==> config.mk <==
export PLATFORM = sky130hd
export DESIGN_NAME = encoder_cmd_sequencer
export DESIGN_NICKNAME = d
export VERILOG_FILES = /design/src/rtl/encoder_cmd_sequencer.sv
export SDC_FILE = /design/constraint.sdc
export NUM_CORES = 1
export LEC_CHECK = 0
export CAP_MARGIN = 25
export CORE_MARGIN = 10
export CORE_UTILIZATION = 33
export DETAILED_ROUTE_END_ITERATION = 8
export PLACE_DENSITY = 0.57
export SLEW_MARGIN = 20
export SYNTH_ARGS = -nofsm -noshare
export SYNTH_HDL_FRONTEND = slang
export SYNTH_SLANG_ARGS = --single-unit
==> constraint.sdc <==
create_clock -name i_clock -period 10 [get_ports i_clock]
set_input_delay 1 -clock i_clock [delete_from_list [all_inputs] [get_ports i_clock]]
set_output_delay 1 -clock i_clock [all_outputs]
set_load 0.05 [all_outputs]
==> src/rtl/encoder_cmd_sequencer.sv <==
// ---------------------------------------------------------------------------
// encoder_cmd_sequencer
//
// Synchronous command front-end for an asynchronous 32-bit incremental
// encoder counter. Turns host commands into safely timed accesses on the
// counter's shared DataBus / SetCPR / SetPosition / EnableIndex controls.
// One command is in flight at a time.
//
// Optional feature macro: ENCODER_HOME_TIMEOUT_EN
//   defined   : HOME gives up after HOME_TIMEOUT_CYCLES and answers with
//               RspError=1.
//   undefined : HOME waits for an index edge indefinitely (only reset
//               exits) and no timeout counter is built.
//
// Ports:
//   i_clock          system clock, rising edge
//   i_reset          asynchronous, active-high reset
//   i_cmd_valid      command request
//   o_cmd_ready      block idle; command accepted on i_cmd_valid && o_cmd_ready
//   i_cmd_op         00 SET_CPR, 01 SET_POS, 10 HOME, 11 READ_POS
//   i_cmd_data       payload for SET_CPR / SET_POS
//   o_rsp_valid      one-cycle completion pulse, no backpressure
//   o_rsp_data       written value, 0 for HOME, sampled position for READ_POS
//   o_rsp_error      qualifies o_rsp_valid: timeout or unstable read
//   o_data_bus       counter data bus
//   o_set_cpr        counter CPR load strobe
//   o_set_position   counter position load strobe
//   o_enable_index   counter index enable
//   i_index          raw index channel I (asynchronous)
//   i_position       counter position (asynchronous to i_clock)
//   o_state          current FSM state (debug)
//
// Handshake: a command transfers on a rising edge where i_cmd_valid and
// o_cmd_ready are both 1. The requester holds op/data stable until then;
// i_cmd_valid while busy is ignored. o_rsp_valid has no ready; it pulses
// for exactly one cycle and never coincides with o_cmd_ready.
// ---------------------------------------------------------------------------
module encoder_cmd_sequencer #(
    parameter int BUSWIDTH            = 32,
    parameter int SETUP_CYCLES        = 2,
    parameter int STROBE_CYCLES       = 2,
    parameter int HOLD_CYCLES         = 2,
    parameter int READ_RETRIES        = 4,
    parameter int HOME_TIMEOUT_CYCLES = 1000000
) (
    input  logic                i_clock,
    input  logic                i_reset,
    input  logic                i_cmd_valid,
    output logic                o_cmd_ready,
    input  logic [1:0]          i_cmd_op,
    input  logic [BUSWIDTH-1:0] i_cmd_data,
    output logic                o_rsp_valid,
    output logic [BUSWIDTH-1:0] o_rsp_data,
    output logic                o_rsp_error,
    output logic [BUSWIDTH-1:0] o_data_bus,
    output logic                o_set_cpr,
    output logic                o_set_position,
    output logic                o_enable_index,
    input  logic                i_index,
    input  logic [BUSWIDTH-1:0] i_position,
    output logic [2:0]          o_state
);

    localparam logic [2:0] S_IDLE      = 3'd0;
    localparam logic [2:0] S_SETUP     = 3'd1;
    localparam logic [2:0] S_STROBE    = 3'd2;
    localparam logic [2:0] S_HOLD      = 3'd3;
    localparam logic [2:0] S_HOME_WAIT = 3'd4;
    localparam logic [2:0] S_READ_A    = 3'd5;
    localparam logic [2:0] S_READ_B    = 3'd6;
    localparam logic [2:0] S_RESP      = 3'd7;

    localparam logic [1:0] OP_SET_CPR  = 2'b00;
    localparam logic [1:0] OP_SET_POS  = 2'b01;
    localparam logic [1:0] OP_HOME     = 2'b10;

    // Phase counters load N-1 and count down to 0, so a phase lasts N cycles.
    localparam logic [7:0] SETUP_LD  = 8'(SETUP_CYCLES - 1);
    localparam logic [7:0] STROBE_LD = 8'(STROBE_CYCLES - 1);
    localparam logic [7:0] HOLD_LD   = 8'(HOLD_CYCLES - 1);
    localparam logic [3:0] RETRY_MAX = 4'(READ_RETRIES);

`ifdef ENCODER_HOME_TIMEOUT_EN
    localparam int               TO_W    = $clog2(HOME_TIMEOUT_CYCLES + 1);
    localparam logic [TO_W-1:0]  TO_LAST = TO_W'(HOME_TIMEOUT_CYCLES - 1);
    logic [TO_W-1:0]             r_to_cnt;
`endif

    logic [2:0]          r_state;
    logic                r_cmd_ready;
    logic [1:0]          r_op;
    logic [7:0]          r_cnt;
    logic [3:0]          r_retry;
    logic                r_cmp;
    logic [BUSWIDTH-1:0] r_s0;
    logic [BUSWIDTH-1:0] r_s1;
    logic                r_idx_meta;
    logic                r_idx_sync;
    logic                r_idx_prev;
    logic                r_rsp_valid;
    logic [BUSWIDTH-1:0] r_rsp_data;
    logic                r_rsp_error;
    logic [BUSWIDTH-1:0] r_data_bus;
    logic                r_set_cpr;
    logic                r_set_position;
    logic                r_enable_index;
    logic                w_idx_rise;

    // Edge between two consecutive synchronized samples. A level that is
    // already high when HOME starts never produces this, so a fresh 0->1
    // transition is required.
    assign w_idx_rise = r_idx_sync & ~r_idx_prev;

    always_ff @(posedge i_clock or posedge i_reset) begin
        if (i_reset) begin
            r_state        <= S_IDLE;
            r_cmd_ready    <= 1'b0;
            r_op           <= 2'b00;
            r_cnt          <= 8'd0;
            r_retry        <= 4'd0;
            r_cmp          <= 1'b0;
            r_s0           <= '0;
            r_s1           <= '0;
            r_idx_meta     <= 1'b0;
            r_idx_sync     <= 1'b0;
            r_idx_prev     <= 1'b0;
            r_rsp_valid    <= 1'b0;
            r_rsp_data     <= '0;
            r_rsp_error    <= 1'b0;
            r_data_bus     <= '0;
            r_set_cpr      <= 1'b0;
            r_set_position <= 1'b0;
            r_enable_index <= 1'b0;
`ifdef ENCODER_HOME_TIMEOUT_EN
            r_to_cnt       <= '0;
`endif
        end else begin
            r_idx_meta <= i_index;
            r_idx_sync <= r_idx_meta;
            r_idx_prev <= r_idx_sync;

            case (r_state)
                S_IDLE: begin
                    if (r_cmd_ready && i_cmd_valid) begin
                        r_cmd_ready <= 1'b0;
                        r_op        <= i_cmd_op;
                        r_retry     <= 4'd0;
                        r_cmp       <= 1'b0;
                        case (i_cmd_op)
                            OP_SET_CPR, OP_SET_POS: begin
                                r_data_bus <= i_cmd_data;
                                r_cnt      <= SETUP_LD;
                                r_state    <= S_SETUP;
                            end
                            OP_HOME: begin
                                r_enable_index <= 1'b1;
                                r_state        <= S_HOME_WAIT;
`ifdef ENCODER_HOME_TIMEOUT_EN
                                r_to_cnt       <= '0;
`endif
                            end
                            default: r_state <= S_READ_A;
                        endcase
                    end else begin
                        r_cmd_ready <= 1'b1;
                    end
                end
                S_SETUP: begin
                    if (r_cnt == 8'd0) begin
                        r_state <= S_STROBE;
                        r_cnt   <= STROBE_LD;
                        if (r_op == OP_SET_POS) r_set_position <= 1'b1;
                        else                    r_set_cpr      <= 1'b1;
                    end else begin
                        r_cnt <= r_cnt - 8'd1;
                    end
                end
                S_STROBE: begin
                    if (r_cnt == 8'd0) begin
                        r_state        <= S_HOLD;
                        r_cnt          <= HOLD_LD;
                        r_set_cpr      <= 1'b0;
                        r_set_position <= 1'b0;
                    end else begin
                        r_cnt <= r_cnt - 8'd1;
                    end
                end
                S_HOLD: begin
                    if (r_cnt == 8'd0) begin
                        r_state     <= S_RESP;
                        r_rsp_valid <= 1'b1;
                        r_rsp_data  <= r_data_bus;
                        r_rsp_error <= 1'b0;
                    end else begin
                        r_cnt <= r_cnt - 8'd1;
                    end
                end
                S_HOME_WAIT: begin
                    // Edge is tested first so an edge landing on the expiry
                    // cycle still counts as a successful home.
                    if (w_idx_rise) begin
                        r_enable_index <= 1'b0;
                        r_state        <= S_RESP;
                        r_rsp_valid    <= 1'b1;
                        r_rsp_data     <= '0;
                        r_rsp_error    <= 1'b0;
                    end
`ifdef ENCODER_HOME_TIMEOUT_EN
                    else if (r_to_cnt == TO_LAST) begin
                        r_enable_index <= 1'b0;
                        r_state        <= S_RESP;
                        r_rsp_valid    <= 1'b1;
                        r_rsp_data     <= '0;
                        r_rsp_error    <= 1'b1;
                    end else begin
                        r_to_cnt <= r_to_cnt + 1'b1;
                    end
`endif
                end
                S_READ_A: begin
                    r_s0    <= i_position;
                    r_state <= S_READ_B;
                end
                S_READ_B: begin
                    // Alternates capture and compare so the comparison works
                    // on registered samples, never on the live async bus.
                    if (!r_cmp) begin
                        r_s1  <= i_position;
                        r_cmp <= 1'b1;
                    end else if (r_s0 == r_s1) begin
                        r_state     <= S_RESP;
                        r_rsp_valid <= 1'b1;
                        r_rsp_data  <= r_s1;
                        r_rsp_error <= 1'b0;
                    end else if (r_retry == RETRY_MAX) begin
                        r_state     <= S_RESP;
                        r_rsp_valid <= 1'b1;
                        r_rsp_data  <= r_s1;
                        r_rsp_error <= 1'b1;
                    end else begin
                        r_s0    <= r_s1;
                        r_retry <= r_retry + 4'd1;
                        r_cmp   <= 1'b0;
                    end
                end
                S_RESP: begin
                    r_rsp_valid <= 1'b0;
                    r_rsp_error <= 1'b0;
                    r_cmd_ready <= 1'b1;
                    r_state     <= S_IDLE;
                end
                default: r_state <= S_IDLE;
            endcase
        end
    end

    assign o_cmd_ready    = r_cmd_ready;
    assign o_rsp_valid    = r_rsp_valid;
    assign o_rsp_data     = r_rsp_data;
    assign o_rsp_error    = r_rsp_error;
    assign o_data_bus     = r_data_bus;
    assign o_set_cpr      = r_set_cpr;
    assign o_set_position = r_set_position;
    assign o_enable_index = r_enable_index;
    assign o_state        = r_state;

endmodule

Word-level counts from Yosys, hierarchy flattened:

Index checks and enable logic that the tools add are counted.
W data, S select, Z words.

* register bits: 155
* bits in read-only memories: 0
* latch bits: 0
* memories kept: 0
* memory bits (writable): 0
* word-level logic and storage cells: 133

* $add $sub $neg: 2
* divide/modulo/power cells: 0
* shift operators: 0
* reduce and logical (&&, ||, !) cells: 27
* bitwise logic cells: 3
* $lt $le $gt $ge: 0
* eq/ne operators: 26
* mux-type cells: 57
* multiply operators: 0

Operators with widths (number)
* $mux W32: 8
* $pmux W32 S3: 1
* $pmux W32 S2: 1
* $eq A32 B32 Y1: 1
* $mux W8: 4
* $mux W3: 8
* $pmux W3 S8: 1
* $pmux W8 S3: 1
* $ne A2 B2 Y1 const B: 11
* $mux W1: 20
* $reduce_and A4 Y1: 5
* $mux W4: 4
* $reduce_and A5 Y1: 3
* $eq A3 B3 Y1 const B: 4
* $pmux W1 S2: 5
* $reduce_bool A2 Y1: 5
* $logic_not A8 Y1: 1
* $pmux W1 S4: 2
* $pmux W4 S2: 1
* $sub A8 B1 Y8 const B: 1
* $reduce_and A7 Y1: 1
* $eq A3 B2 Y1 const B: 2
* $pmux W3 S2: 1
* $reduce_and A2 Y1: 3
* 16 further kinds: 21

Logic depth before layout (Yosys ltp):

Gate-level depths: netlist of the first run.

* depth in word-level cells: 5
* depth in mapped cells: 8
* mapped depth without buffers: 8

Worst setup path after synthesis of the first run:

No wires, ideal clock.

* path type: input-to-reg
* from: input i_cmd_valid
* to: register r_data_bus[0], in the netlist o_data_bus[0]
* slack: 7.462 ns
* buffers on the path: 1
* data arrival time: 2.413 ns
* required time: 9.875 ns
* stages: 6
* setup time: 0.125 ns
* cells stage by stage: nand2_1 nor3_1 nand2_1 nor2_1 buf_2 mux2_2

* cells in the longest elaborated chain, start to end: 2

RTL lines
* start: declaration: RTL line 48 `input logic i_cmd_valid,`
* $logic_and A1 B1 Y1: RTL line 144 `if (r_cmd_ready && i_cmd_valid) begin`
* $reduce_and A3 Y1 (no source line)
* end signal: assignment: RTL line 151 `r_data_bus <= i_cmd_data;`
* end: declaration: RTL line 103 `logic [BUSWIDTH-1:0] r_data_bus;`

No other way between the ends.
A chain may end at the register's enable or synchronous reset.

Worst setup path in the final report of the first run:

* from: register r_state[2], in the netlist o_state[2]
* to: register r_s0[3]

* cells in the longest elaborated chain, start to end: 3
* elaborated cells between the ends (all ways): 8

RTL lines
* start: declaration: RTL line 89 `logic [2:0] r_state;`
* start signal: assignment: RTL line 116 `r_state <= S_IDLE;`
* start signal: assignment: RTL line 153 `r_state <= S_SETUP;`
* start signal: assignment: RTL line 157 `r_state <= S_HOME_WAIT;`
* $eq A3 B3 Y1: RTL line 142 `case (r_state)`
* $ne A2 B2 Y1 (no source line) or $reduce_bool A2 Y1 (tied branches)
* $reduce_and A4 Y1 (no source line)
* end signal: assignment: RTL line 221 `r_s0 <= i_position;`
* end signal: assignment: RTL line 241 `r_s0 <= r_s1;`
* end: declaration: RTL line 95 `logic [BUSWIDTH-1:0] r_s0;`

Several ways; a longest one is shown, not always the timed one.

==> metrics.txt, run 1 <==
Synth cell types=48; clk buf depth=2; top post-synthesis cells by area=dfrtp_1 53%, mux2_2 20%, mux2_4 6.1%; PwrDens=370 nW/um^2; Pleak=4.03 nW; fill cell count=2,034; Startpoint Class=register; CTS tree=built; area delta synth->final=32.1%; register area share after synthesis=52.6%; H-tree Lvls=4; Synth top area share=52.6%; Critical path buffers and inverters=2; total grt overflow=0; Placed Instances=946; vias in the first global route=5,500; CP endpoint kind=register; area of the core=21,900 um^2; simple-gate portion of the synthesized area=5.43%; Synth Flop Type=dfrtp_1; Avg WL per Cell=20.0 um; ys async rst share=100%; post_cts resized=0; Reg clk slew, reported paths=60 ps; vias=4,950; share of layout cells above drive strength 1=30.0%; CP delay by family, top=simple AND/OR/NAND/NOR gates; Inserted Clock Buffers=17; fmax=0.279 GHz; global-route wire length before repair=31.1 mm; slew margin rel.=35.8%; non-filler cells, final=982; post-route minimum period=3590 ps; first-iteration detailed-routing DRC count=246; register bit count reported by yosys=155; fin nets=762; Final setup viols=0; Die X=170 um; max_cap viols=0; Compound-Gate Fraction of Synth Area=8.00%; leading area contributor after synthesis=dfrtp_1; CTS root buffer=clkbuf_16; CTS Hold Bufs=0; IO buf count=142; multiplexer area fraction after synthesis=26.7%; Residual DRC=0; die span in y=170 um; die area=28,700 um^2; ANT nets after route=0; largest family of logic cells by synthesized area=multiplexers; initial antenna violation count=2; WS Path Type=reg2reg; worst path required time=10,300 ps; Cell Area, Synth=7380 um^2; post-CTS setup buffer count=0; drt first pass iters=4; HPWL after DPL=13.6 mm; Clk Latency, worst-skew pair=420 ps; io pins=143; Syn Inst Count=547; Post-synth EDFFs=0; final hold viol count=0; syn_nets=621; most frequent cells in the layout=155 x dfrtp_1, 142 x clkdlybuf4s50_1, 132 x mux2_2, 32 x xor2_1, 32 x a22o_1; Clock Skew=9.01 ps; Via density=5.04; Max stage delay cell, worst path=dfrtp_1; worst vdd ir=0.195 mV; clock sink total=155; Final TNS setup=0 ps; XOR/XNOR share of the synthesized area=3.80%; Synthesis Warnings=0; syn_area_per_cell=13.5 um^2; worst slew pin tran=963 ps; CP max stage delay=680 ps; Initial Utilization=33.7%; # rows=54; CP Cell Sequence=nand2b_2 -> nor2_4 -> buf_16 -> o21ai_2 -> nor3b_4 -> buf_4 -> mux2_2; RSZ-0062 raised after global routing=no; hold crit path type=reg2reg; all-layer global routing usage=13.7%; CP Max Fanout=37; final worst path period share=35.9%; outcome=finished, final reports clean; commonest non-fill, non-tap cell in the layout=dfrtp_1; Slew Limit Fails=0; crit path DAT=3890 ps; Post-Synth Adder-Cell Area=0.678%; DRT Wirelength=19.6 mm; Final GP Congestion=0.779; largest net degree at the start of global routing=81
## synthesized netlist by cell type (3+ instances only)
library cell,number
nor3_1,3
buf_4,3
mux2_2,132
buf_2,7
nand3_1,9
dfrtp_1,155
nor2_1,11
xor2_1,32
mux2_4,30
nand2_1,20
o31ai_1,4
nand4_1,3
nor4_1,11
clkbuf_1,12
ha_1,4
a22o_1,32
buf_12,3
a21oi_1,7
inv_1,11
o21ai_0,18
mux2i_1,3
nand2b_1,4
## power breakdown
| part | internal (mW) | switching [mW] | leakage (nW) |
|---|---|---|---|
| combinational | 0.788 | 0.953 | 1.87 |
| sequential | 0.930 | 0.279 | 1.87 |
| clock | 0.399 | 0.260 | 0.283 |
## cell type report
type / instances / area, um^2 / area share (%)
repair buffers: 148 / 1550 / 15.9
diodes: 1 / 2.50 / 0.0257
flip-flops and latches: 155 / 3880 / 39.8
multi-input cells: 354 / 3320 / 34.0
inverters: 12 / 50.0 / 0.514
well taps: 280 / 350 / 3.60
clock inverters: 11 / 145 / 1.49
clock buffers: 21 / 450 / 4.62
## routing by layer
layer	track usage (%)	part of all wire, %
met1	17.0	44
met2	22.4	49
met3	4.26	5.4
met4	3.98	1.2
met5	0	0.066
## final timing paths
check | startpoint | endpoint | slack, ps | cells after the start
worst max register to register | o_state[2] | r_s0[3] | 6410 | 7
min in group asynchronous | i_reset | o_data_bus[27] | 1090 | 2
worst min-delay path | r_idx_meta | r_idx_sync | 350 | 0
worst min register to register | r_idx_meta | r_idx_sync | 350 | 0
worst max-delay path | o_state[2] | r_s0[3] | 6410 | 7
max in group asynchronous | i_reset | o_data_bus[5] | 7700 | 3
## registers in the layout, indices dropped and copies added, names as in the netlist, 2 cells and up
| register | cells |
|---|---|
| r_s0 | 32 |
| r_op | 2 |
| o_data_bus | 32 |
| o_rsp_data | 32 |
| r_cnt | 8 |
| r_s1 | 32 |
| r_retry | 4 |
| o_state | 3 |
## cell families after synthesis
family,count (synthesis)
xor gates and xnor gates,32
adders and majority gates,4
buffers and inverters,38
AOI/OAI and AO/OA,79
muxes,165
DFF,155
and+or+nand+nor,74
## metrics by stage
| stage | hold slack, ps | cell area [um^2] | util, % | worst slack (ps) | power [mW] |
|---|---|---|---|---|---|
| 2_1_floorplan | 331 | 7380 | - | 4820 | 2.41 |
| 3_3_place_gp | 338 | 9030 | 41.3 | 6110 | 2.91 |
| 3_5_place_dp | 342 | 9060 | 41.4 | 6000 | 2.97 |
| 4_1_cts | 355 | 9660 | 44.1 | 5990 | 3.64 |
| 5_1_grt | 369 | 9740 | 44.5 | 6190 | 3.82 |
| 6_report | 352 | 9740 | 44.5 | 6410 | 3.61 |
No activity file was read; power rests on OpenSTA's default activity.
==> inputs of run 2 (changes only) <==
- PLACE_DENSITY: 0.57 -> 0.59
- clock period: 10 -> 3.1 ns (I/O delays scaled with it)
==> run 2 against run 1 <==
Die area stayed put; sequential share of layout area is 0.11 points lower; sequential power grew to 3.2 times the previous value; design area is 0.28% higher; total power grew to 3.2 times the previous value; clock-buffer cell count is 1 higher; cell count is 0.92% higher; critical path type unchanged; largest power group unchanged.
==> metrics.txt, run 2 (synthesis gave the netlist of run 1 again) <==
outcome=finished, final reports clean; hold slack=313 ps; HPWL after DPL=14.6 mm; commonest non-fill, non-tap cell in the layout=dfrtp_1; Psw=4.88 mW; DRT Wirelength=20.2 mm; Cell Int Power=6.80 mW; r2r startpoint=r_cnt[0]; worst path required time=3400 ps; Gate power share=49.1%; Final TNS setup=0 ps; Final Total Pwr=11.7 mW; post-route minimum period=2590 ps; io pins=143; # rows=54; share of layout cells above drive strength 1=30.9%; CTS root buffer=clkbuf_16; H-tree Lvls=4; global-route wire length before repair=31.9 mm; worst vdd ir=0.500 mV; area of the core=21,900 um^2; most frequent cells in the layout=155 x dfrtp_1, 142 x clkdlybuf4s50_1, 132 x mux2_2, 32 x xor2_1, 32 x a22o_1; clk buf depth=2; Avg WL per Cell=20.4 um; ANT nets after route=0; reg2reg end=o_rsp_data[29]; worst slew pin tran=617 ps; fmax=0.386 GHz; drt first pass iters=5; total grt overflow=0; die area=28,700 um^2; Die X=170 um; vias=4,949; final hold viol count=0; CTS tree=built; first-iteration detailed-routing DRC count=249; CTS Hold Bufs=0; Clock power frac=17.7%; CP endpoint kind=register; Initial Utilization=33.7%; max_cap viols=0; WS Path Type=reg2reg; hold crit path type=in2async; FF-to-FF setup slack=510 ps; Sw Ratio=41.8%; Placed Area=9190 um^2; fin nets=773; non-filler cells, final=991; vias in the first global route=5,425; Pleak=4.05 nW; Worst R2R Path Depth=8; Reg clk slew, reported paths=60 ps; area delta synth->final=32.4%; Flop pwr share=33.2%; post_cts resized=0; Inserted Clock Buffers=17; RSZ-0062 raised after global routing=no; all-layer global routing usage=14.1%; Via density=4.99; crit path DAT=2900 ps; Startpoint Class=register; Final setup viols=0; cell area after layout=9770 um^2; slew margin rel.=58.8%; IO buf count=142; Final GP Congestion=0.756; initial antenna violation count=0; clock sink total=155; PwrDens=1200 nW/um^2; CP Max Fanout=32; Residual DRC=0; Clk Latency, worst-skew pair=420 ps; Clock Skew=9.92 ps; ant diodes=0; Placed Instances=960; final worst path period share=83.6%; post-CTS setup buffer count=0; largest net degree at the start of global routing=57; die span in y=170 um; Slew Limit Fails=0
==> run 2: changes by cell type in the layout (fill, tap and decap cells not counted), sizes merged <==
cell,change
buf,+11
clkinv,-3
bufinv,-1
clkbuf,+1
clkinvlp,+1
diode,-1
inv,+1
==> run 2: how the worst max path moves through the flow <==
stage / start / end / depth (start not counted)
final: r_cnt[0] / o_rsp_data[29] / 8
after global routing: r_cnt[0] / o_rsp_data[29] / 8
after CTS: r_cnt[0] / o_rsp_data[29] / 8
after detailed placement: r_cnt[0] / o_rsp_data[29] / 8
after global placement: r_cnt[0] / o_rsp_data[30] / 8
after floorplan: o_state[0] / r_s0[0] / 8
==> run 2: critical path, stage by stage, from the launching register on <==
cell	delay, ps
dfrtp_1	400
inv_1	90
ha_1	160
or4b_4	470
or3_4	420
o21ai_2	130
o211a_4	170
buf_12	270
mux2_2	370
==> run 2: final cells by class <==
type / instances / area (um^2)
tap: 280 / 350
inverter: 12 / 48.8
timing repair buffer: 159 / 1600
clock buffer: 22 / 464
multi-input combinational: 354 / 3320
clock inverter: 9 / 114
fill: 2035 / 12100
sequential: 155 / 3880
==> run 2: power by group through the flow <==
stage | clock network, mW | registers (mW) | logic, mW
2_1_floorplan | 0 | 5.21 | 2.57
3_3_place_gp | 0 | 3.88 | 5.69
3_5_place_dp | 0 | 3.93 | 5.79
4_1_cts | 2.12 | 3.90 | 5.82
5_1_grt | 2.20 | 4.03 | 6.12
6_report | 2.07 | 3.88 | 5.73
==> run 2: metal layers <==
| metal | vias to the layer above | routed length, um | part of all wire (%) | GRT usage [%] |
|---|---|---|---|---|
| met5 | - | 0 | 0 | 0 |
| met4 | 0 | 237 | 1.2 | 3.94 |
| met3 | 18 | 1110 | 5.5 | 3.52 |
| met2 | 127 | 9900 | 49 | 23.4 |
| met1 | 2500 | 8960 | 44 | 17.8 |
| li1 | 2304 | - | - | - |
==> run 2: per-stage QoR <==
| stage | util, % | setup WS (ps) |
|---|---|---|
| CTS | 44.6 | 486 |
| global placement | 42.0 | 536 |
| detailed placement | 42.0 | 499 |
| finish | 44.6 | 509 |
| global route | 44.6 | 392 |
| floorplan | - | 596 |
==> inputs of run 3 (changes only) <==
- clock period: 3.1 -> 2.3 ns (I/O delays scaled with it)
==> run 3 against run 2 <==
The run now ends with negative setup slack left; clock power increased by 29%; design area rose by 2.5%; worst hold slack lost 57 ps; register-to-register slack worse by 650 ps; cell count increased by 1.9%; global-route usage fell by 0.14 points; non-clock buffer count up 18; sequential share of layout area down 0.94 points; critical path type unchanged; critical endpoint is now o_rsp_data[20]; highest routed layer is now met5.
==> metrics.txt, run 3 (synthesis gave the netlist of run 1 again) <==
post-route minimum period=2440 ps; CTS root buffer=clkbuf_16; Final Total Pwr=15.9 mW; fill cell count=2,023; worst slew pin tran=558 ps; io pins=143; vias in the first global route=5,608; Slew Limit Fails=0; routed wl met3=1.12 mm; CP Max Fanout=16; Via density=5.01; worst path required time=2600 ps; final worst path period share=106%; Final GP Congestion=0.795; initial antenna violation count=1; hold crit path type=in2reg; fmax=0.411 GHz; ant diodes=0; first-iteration detailed-routing DRC count=243; Inserted Clock Buffers=17; area of the multi-input gates=3370 um^2; clock sink total=155; share of layout cells above drive strength 1=34.4%; total grt overflow=0; Met2 Wirelength=9.90 mm; all-layer global routing usage=14.0%; IO buf count=142; Top Metal Used=met5; DRT Wirelength=19.9 mm; die area=28,700 um^2; violated checks=negative setup slack; global-route wire length before repair=31.5 mm; Pleak=4.15 nW; r2r startpoint=r_cnt[1]; Die X=170 um; area of the core=21,900 um^2; CP endpoint kind=register; fin worst setup slack=-136 ps; die span in y=170 um; Final TNS setup=-3480 ps; commonest non-fill, non-tap cell in the layout=dfrtp_1; Startpoint Class=register; vias=5,058; clk buf depth=2; final hold viol count=0; HP Start=i_index; RSZ-0062 raised after global routing=yes; largest net degree at the start of global routing=80; fin nets=791; register area=3880 um^2; area delta synth->final=35.7%; Avg WL per Cell=19.7 um; worst vdd ir=0.733 mV; Reg clk slew, reported paths=60 ps; ANT nets after route=0; slew margin rel.=62.7%; # rows=54; outcome=finished, violations left; crit path DAT=2730 ps; WS Path Type=reg2reg; HPWL after DPL=14.3 mm; H-tree Lvls=4; most frequent cells in the layout=153 x dfrtp_1, 142 x clkdlybuf4s50_1, 130 x mux2_2, 32 x a22o_1, 32 x mux2_4; drt first pass iters=5; Initial Utilization=33.7%; Residual DRC=0; Clk Latency, worst-skew pair=420 ps; PwrDens=1590 nW/um^2; Final setup viols=32; Clock Skew=7.95 ps; max_cap viols=0; CTS tree=built; WL met1=8.68 mm; crit path from=r_cnt[1]
[run 3: worst max-delay path, cell delays in order, from the launching register on]
cell and delay, ps:
dfrtp_1 390, inv_2 90, ha_4 130, or4b_4 450, or3_4 380, o21ai_2 140, o211a_4 220, buf_12 190
mux2_4 310
[run 3: timing repair]
item,CTS,global route
resized for setup,8,5
hold buffers,0,0
endpoints found under the setup margin,37,53
setup buffers,6,1
endpoints found under the hold margin,0,0
gates cloned,1,0
pin swaps,3,3
[run 3: final timing paths]
kind                                   to  slack [ps]  cells after the start
max                        o_rsp_data[20]        -140                      8
min                            r_idx_meta         260                      1
max reg2reg                o_rsp_data[20]        -140                      8
min reg2reg                    r_idx_sync         360                      0
max in group asynchronous      o_state[0]        1630                      3
min in group asynchronous  o_rsp_data[25]         310                      3
[run 3: area by class of cell]
class / instances / share of cell area (%)
Clock inverter: 10 / 0.924
Clock buffer: 22 / 4.73
Multi-Input combinational cell: 354 / 33.7
Sequential cell: 155 / 38.8
Tap cell: 280 / 3.50
Inverter: 12 / 0.487
Timing Repair Buffer: 177 / 17.9
[run 3: per-layer routing]
layer  global-route usage (%)  up-vias
met5                        0        -
met4                     3.75        2
met3                     4.52       11
met2                     23.4      131
met1                     16.9     2584
li1                         -     2330
[run 3: report_power, final]
group	switching (mW)	leakage (nW)	total, mW	internal [mW]
combinational	4.35	2.02	8.03	3.68
sequential	1.15	1.87	5.20	4.05
clock	1.11	0.256	2.68	1.57
[run 3: per-stage QoR]
step	hold WS [ps]	cells	cell area, um^2	worst slack [ps]	util, %
6_report	256	1010	10000	-136	45.8
5_1_grt	230	1010	10000	-230	45.8
4_1_cts	240	1011	10000	-218	45.8
3_5_place_dp	344	972	9340	-217	42.7
3_3_place_gp	341	972	9340	-158	42.7
2_1_floorplan	261	547	7420	-57.2	-
==> RTL edit 1: new RTL, settings of run 3 <==
Change the parameter `BUSWIDTH` from 32 to 36.
--- a/src/rtl/encoder_cmd_sequencer.sv
+++ b/src/rtl/encoder_cmd_sequencer.sv
@@ -37,5 +37,5 @@
 // ---------------------------------------------------------------------------
 module encoder_cmd_sequencer #(
-    parameter int BUSWIDTH            = 32,
+    parameter int BUSWIDTH            = 36,
     parameter int SETUP_CYCLES        = 2,
     parameter int STROBE_CYCLES       = 2,
Interface: changed (resized i_cmd_data, i_position, o_data_bus and o_rsp_data); port bits go from 143 to 159. No check against the original RTL was run, so the function may have changed too.
==> RTL edit 1 against run 3 <==
  * Utilization increased by 2.2 points
  * Die area increased by 4.7%
  * Maximum frequency decreased by 8.8%
  * Design area increased by 12%
  * Critical path type unchanged
  * Synthesized area increased by 5.3%
  * The flow still finishes with violations (setup timing)
  * Setup slack got worse by 0.23 ns
  * Sequential cell count increased by 16
  * Wire length increased by 18%
  * Worst hold slack got worse by 0.16 ns
  * Global-route usage increased by 1.6 points
  * Power increased by 9.8%
  * Highest routed layer unchanged
  * Critical path depth unchanged
==> RTL edit 1: results (changes against run 3) <==
met2 wire len=11800 um (+19%); largest net degree at the start of global routing=65 (-19%); worst min-delay path category=input port to async pin; syn nets=690 (+11%); global-route wire length before repair=37700 um (+20%); number of clock buffers in the layout=19 (-14%); setup violators final=82 (+160%); maximum vdd ir drop=728 uV (-0.74%); status=complete, but fails checks; met3 usage=4.62% (+0.10 points); top post-synthesis cells by area=dfrtp_1, mux2_2, a221o_1; met3 wire length=1060 um (-5.3%); Yosys cell types=49 (+2.1%); fin worst setup slack=-0.370 ns (-0.234 ns); fraction of area in multi-input gates=30.5% (-3.2 points); Seq area share=38.3% (-0.49 points); PortBufs=158 (+11%); multi-input gates=385 (+8.8%); Iteration-0 DRC Markers=344 (+42%); Non-clk bufs=263 (+49%); final WL=23500 um (+18%); post-synthesis xor/xnor area fraction=4.51% (+0.71 points); FF-to-FF Start=r_cnt[6]$_DFFE_PP0P_; DR pass1 iterations=4 (-1); clock skew=0.0244 ns (+0.0164 ns); failing checks=setup timing; Layout non-clock buf frac=22.2% (+4.3 points); fin area=11200 um^2 (+12%); GPL Wtd Cong=0.784 (-1.3%)
[RTL edit 1: cell types whose count changed in the layout (fill, tap and decap cells not counted), moves of 6 or more]
cell             change
dfrtp_1             +16
a221o_1             +36
mux2_4              -32
buf_4               +68
nand2_1              -6
mux2_2              -20
clkdlybuf4s50_1     +15
o21ai_0              -9
xor2_1               +8
and3_1              +39
[RTL edit 1: power groups by stage]
stage               registers (W)  logic [W]  clock network, W
CTS                       0.00537    0.00929           0.00289
floorplan                 0.00758    0.00329                 0
finish                    0.00536    0.00931           0.00281
detailed placement        0.00541    0.00916                 0
global placement          0.00535    0.00902                 0
global route              0.00554    0.00993           0.00301
[RTL edit 1: logic make-up (layout without fill, tap and decap cells)]
| logic type | Yosys count | in the layout |
|---|---|---|
| flops | 171 | 171 |
| simple gates | 115 | 115 |
| compound gates | 114 | 114 |
| mux | 112 | 112 |
| buf+inv | 52 | 305 |
| xor+xnor | 40 | 40 |
| fa+ha+maj | 4 | 4 |
[RTL edit 1: final timing paths]
path                                               to  slack [ns]
max reg2reg                o_rsp_data[34]$_DFFE_PP0P_       -0.37
max in group asynchronous  o_rsp_data[35]$_DFFE_PP0P_        1.59
min                              r_s0[20]$_DFFE_PP0P_        0.09
min reg2reg                      r_idx_sync$_DFF_PP0_        0.36
min in group i_clock             r_idx_meta$_DFF_PP0_        0.23
max                        o_rsp_data[34]$_DFFE_PP0P_       -0.37
[RTL edit 1: through the flow]
| stage | setup TNS (ns) | utilization [%] | std cells |
|---|---|---|---|
| after floorplan | -34.33 | - | 608 |
| after global placement | -35.91 | 44.9 | 1143 |
| after detailed placement | -38.93 | 44.9 | 1143 |
| after CTS | -26.59 | 47.6 | 1176 |
| after global routing | -31.38 | 48.0 | 1180 |
| final | -24.57 | 48.0 | 1180 |
==> RTL edit 2: new RTL, settings of run 3 <==
Without the edit above. Register the output `o_rsp_error` once more; this adds one clock of latency there. The other outputs are not delayed to match.
--- a/src/rtl/encoder_cmd_sequencer.sv
+++ b/src/rtl/encoder_cmd_sequencer.sv
@@ -258,5 +258,7 @@
     assign o_rsp_valid    = r_rsp_valid;
     assign o_rsp_data     = r_rsp_data;
-    assign o_rsp_error    = r_rsp_error;
+    always_ff @(posedge i_clock) begin
+        o_rsp_error <= r_rsp_error;
+    end
     assign o_data_bus     = r_data_bus;
     assign o_set_cpr      = r_set_cpr;
Formal check against the unedited RTL: no difference found for any inputs over 4 cycles, from zero or initial values and one cycle with i_reset high; that may be too few to reach the edited logic, so the function may still have changed.
==> RTL edit 2 against run 3 <==
  * The flow still finishes with violations (setup timing)
  * Sequential cell count grew 1
  * Count of clock-buffer cells in the layout shrank 4
  * Worst hold slack lost 0.077 ns
  * Synthesized cell count grew 2.4%
  * Design area shrank 0.34%
  * Setup slack gained 0.12 ns
  * Wire length grew 2.2%
  * Via count grew 2.9%
  * Non-clock buffer count grew 16
  * Utilization grew 1.6 points
  * Power grew 3.2%
  * Synthesized area shrank 3.7%
  * Largest power group unchanged
==> RTL edit 2: results (changes against run 3) <==
status=complete, but fails checks; failing checks=setup timing; setup violators final=15 (-53%); Final TNS setup=-0.0792 ns (+3.40 ns); Synth Area in Compound Gates=16.1% (+8.1 points); terminus of the critical flop-to-flop path=o_rsp_data[29]$_DFFE_PP0P_; dpl cells=991 (+2.0%); fin worst setup slack=-0.0129 ns (+0.123 ns); DR pass1 iterations=4 (-1); worst min-delay path category=input port to async pin; initial antenna violation count=2 (+1); GPL Wtd Cong=0.789 (-0.74%); maximum vdd ir drop=889 uV (+21%); CP max stage cell=dfrtp_1; sequential cell area fraction in the yosys report=54.9% (+2.3 points); synth cell count leaders=dfrtp_1, mux2_2, a22o_1; dpl ws=-0.104 ns (+0.113 ns); Via Count=5207 (+2.9%); Post-CTS Setup Bufs=3 (-3); main combinational cell family by area after synthesis=compound AO/OA/AOI/OAI gates; Slew @ Worst Pin=0.536 ns (-0.0216 ns); post-synthesis mux area share=15.4% (-11 points); post-synthesis xor/xnor area fraction=4.31% (+0.52 points); share of cells above drive strength 1=25.7% (-8.7 points); syn nets=634 (+2.1%); gr usage total=14.8% (+0.78 points); final std cells w/o fill=1028 (+1.8%); Filler Cells Inserted=1893 (-6.4%); largest net degree at the start of global routing=68 (-15%); Leak=4.41 nW (+6.4%); Worst path max stage delay=0.39 ns (-0.06 ns); vias in the first global route=5831 (+4.0%); Final #Nets=813 (+2.8%); Yosys cell types=50 (+4.2%); critical path fanouts, max=15 (-1); worst path arrival time=2.63 ns (-0.10 ns); Final HPWL DP=14500 um (+1.2%); Async SR Flop Fraction=99.4% (-0.64 points); top post-synthesis cells by area=dfrtp_1, mux2_2, a22o_1
RTL edit 2: cell types whose count changed in the layout (fill, tap and decap cells not counted), sizes merged, moves of 16 or more:
| cell | change |
|---|---|
| a22o | +34 |
| buf | +16 |
| a21o | +32 |
| xnor2 | +35 |
| xor2 | -32 |
| mux2 | -65 |
RTL edit 2: worst register-to-register path: cells and delay by family, from the launching register on:
kind | cells | cell delay (ns)
and+or+nand+nor | 3 | 0.71
xor gates and xnor gates | 1 | 0.18
muxes | 1 | 0.35
buffers and inverters | 2 | 0.30
AOI/OAI and AO/OA | 1 | 0.26
DFF | 1 | 0.39
RTL edit 2: worst max-delay path by stage:
stage,from,to,slack [ns],cells after the start
6_report,r_s0[26]$_DFFE_PP0P_,o_rsp_data[29]$_DFFE_PP0P_,-0.01,8
3_3_place_gp,r_s0[7]$_DFFE_PP0P_,o_rsp_data[8]$_DFFE_PP0P_,-0.001,7
5_1_grt,r_s0[23]$_DFFE_PP0P_,o_rsp_data[2]$_DFFE_PP0P_,-0.15,8
4_1_cts,r_s1[26]$_DFFE_PP0P_,o_rsp_data[28]$_DFFE_PP0P_,-0.03,8
2_1_floorplan,i_reset,o_state[0]$_DFFE_PP0P_,-0.06,1
3_5_place_dp,r_s0[7]$_DFFE_PP0P_,o_rsp_data[9]$_DFFE_PP0P_,-0.10,7
RTL edit 2: final cells by class:
type,instances,area [um^2],area share (%)
flip-flops and latches,156,3900,39.1
multi-input cells,361,3140,31.4
repair buffers,193,1940,19.5
clock buffers,18,429,4.30
well taps,275,344,3.45
clock inverters,14,185,1.86
inverters,10,41.3,0.414
diodes,1,2.50,0.0251
RTL edit 2: metrics by stage:
| step | hold slack [ns] | cell area, um^2 | utilization, % |
|---|---|---|---|
| 6_report | 0.180 | 9980 | 47.3 |
| 5_1_grt | 0.211 | 9980 | 47.3 |
| 4_1_cts | 0.176 | 9920 | 47.0 |
| 3_3_place_gp | 0.347 | 9230 | 43.8 |
| 3_5_place_dp | 0.343 | 9230 | 43.8 |
| 2_1_floorplan | 0.261 | 7110 | - |
RTL edit 2: kinds of logic after synthesis:
logic type | count (synthesis)
flops | 156
compound gates | 145
mux | 97
simple gates | 79
buf+inv | 43
xor+xnor | 35
fa+ha+maj | 5
RTL edit 2: routing by layer:
layer | vias to the layer above | routed length [um] | GRT usage [%]
li1 | 2432 | - | -
met1 | 2640 | 9070 | 18.4
met2 | 119 | 10100 | 24.4
met3 | 14 | 1040 | 4.82
met4 | 2 | 127 | 3.09
met5 | - | 7 | 0
RTL edit 2: power by group:
part           switching (W)  internal [W]
registers            0.00105       0.00399
logic                0.00454       0.00391
clock network        0.00121       0.00173
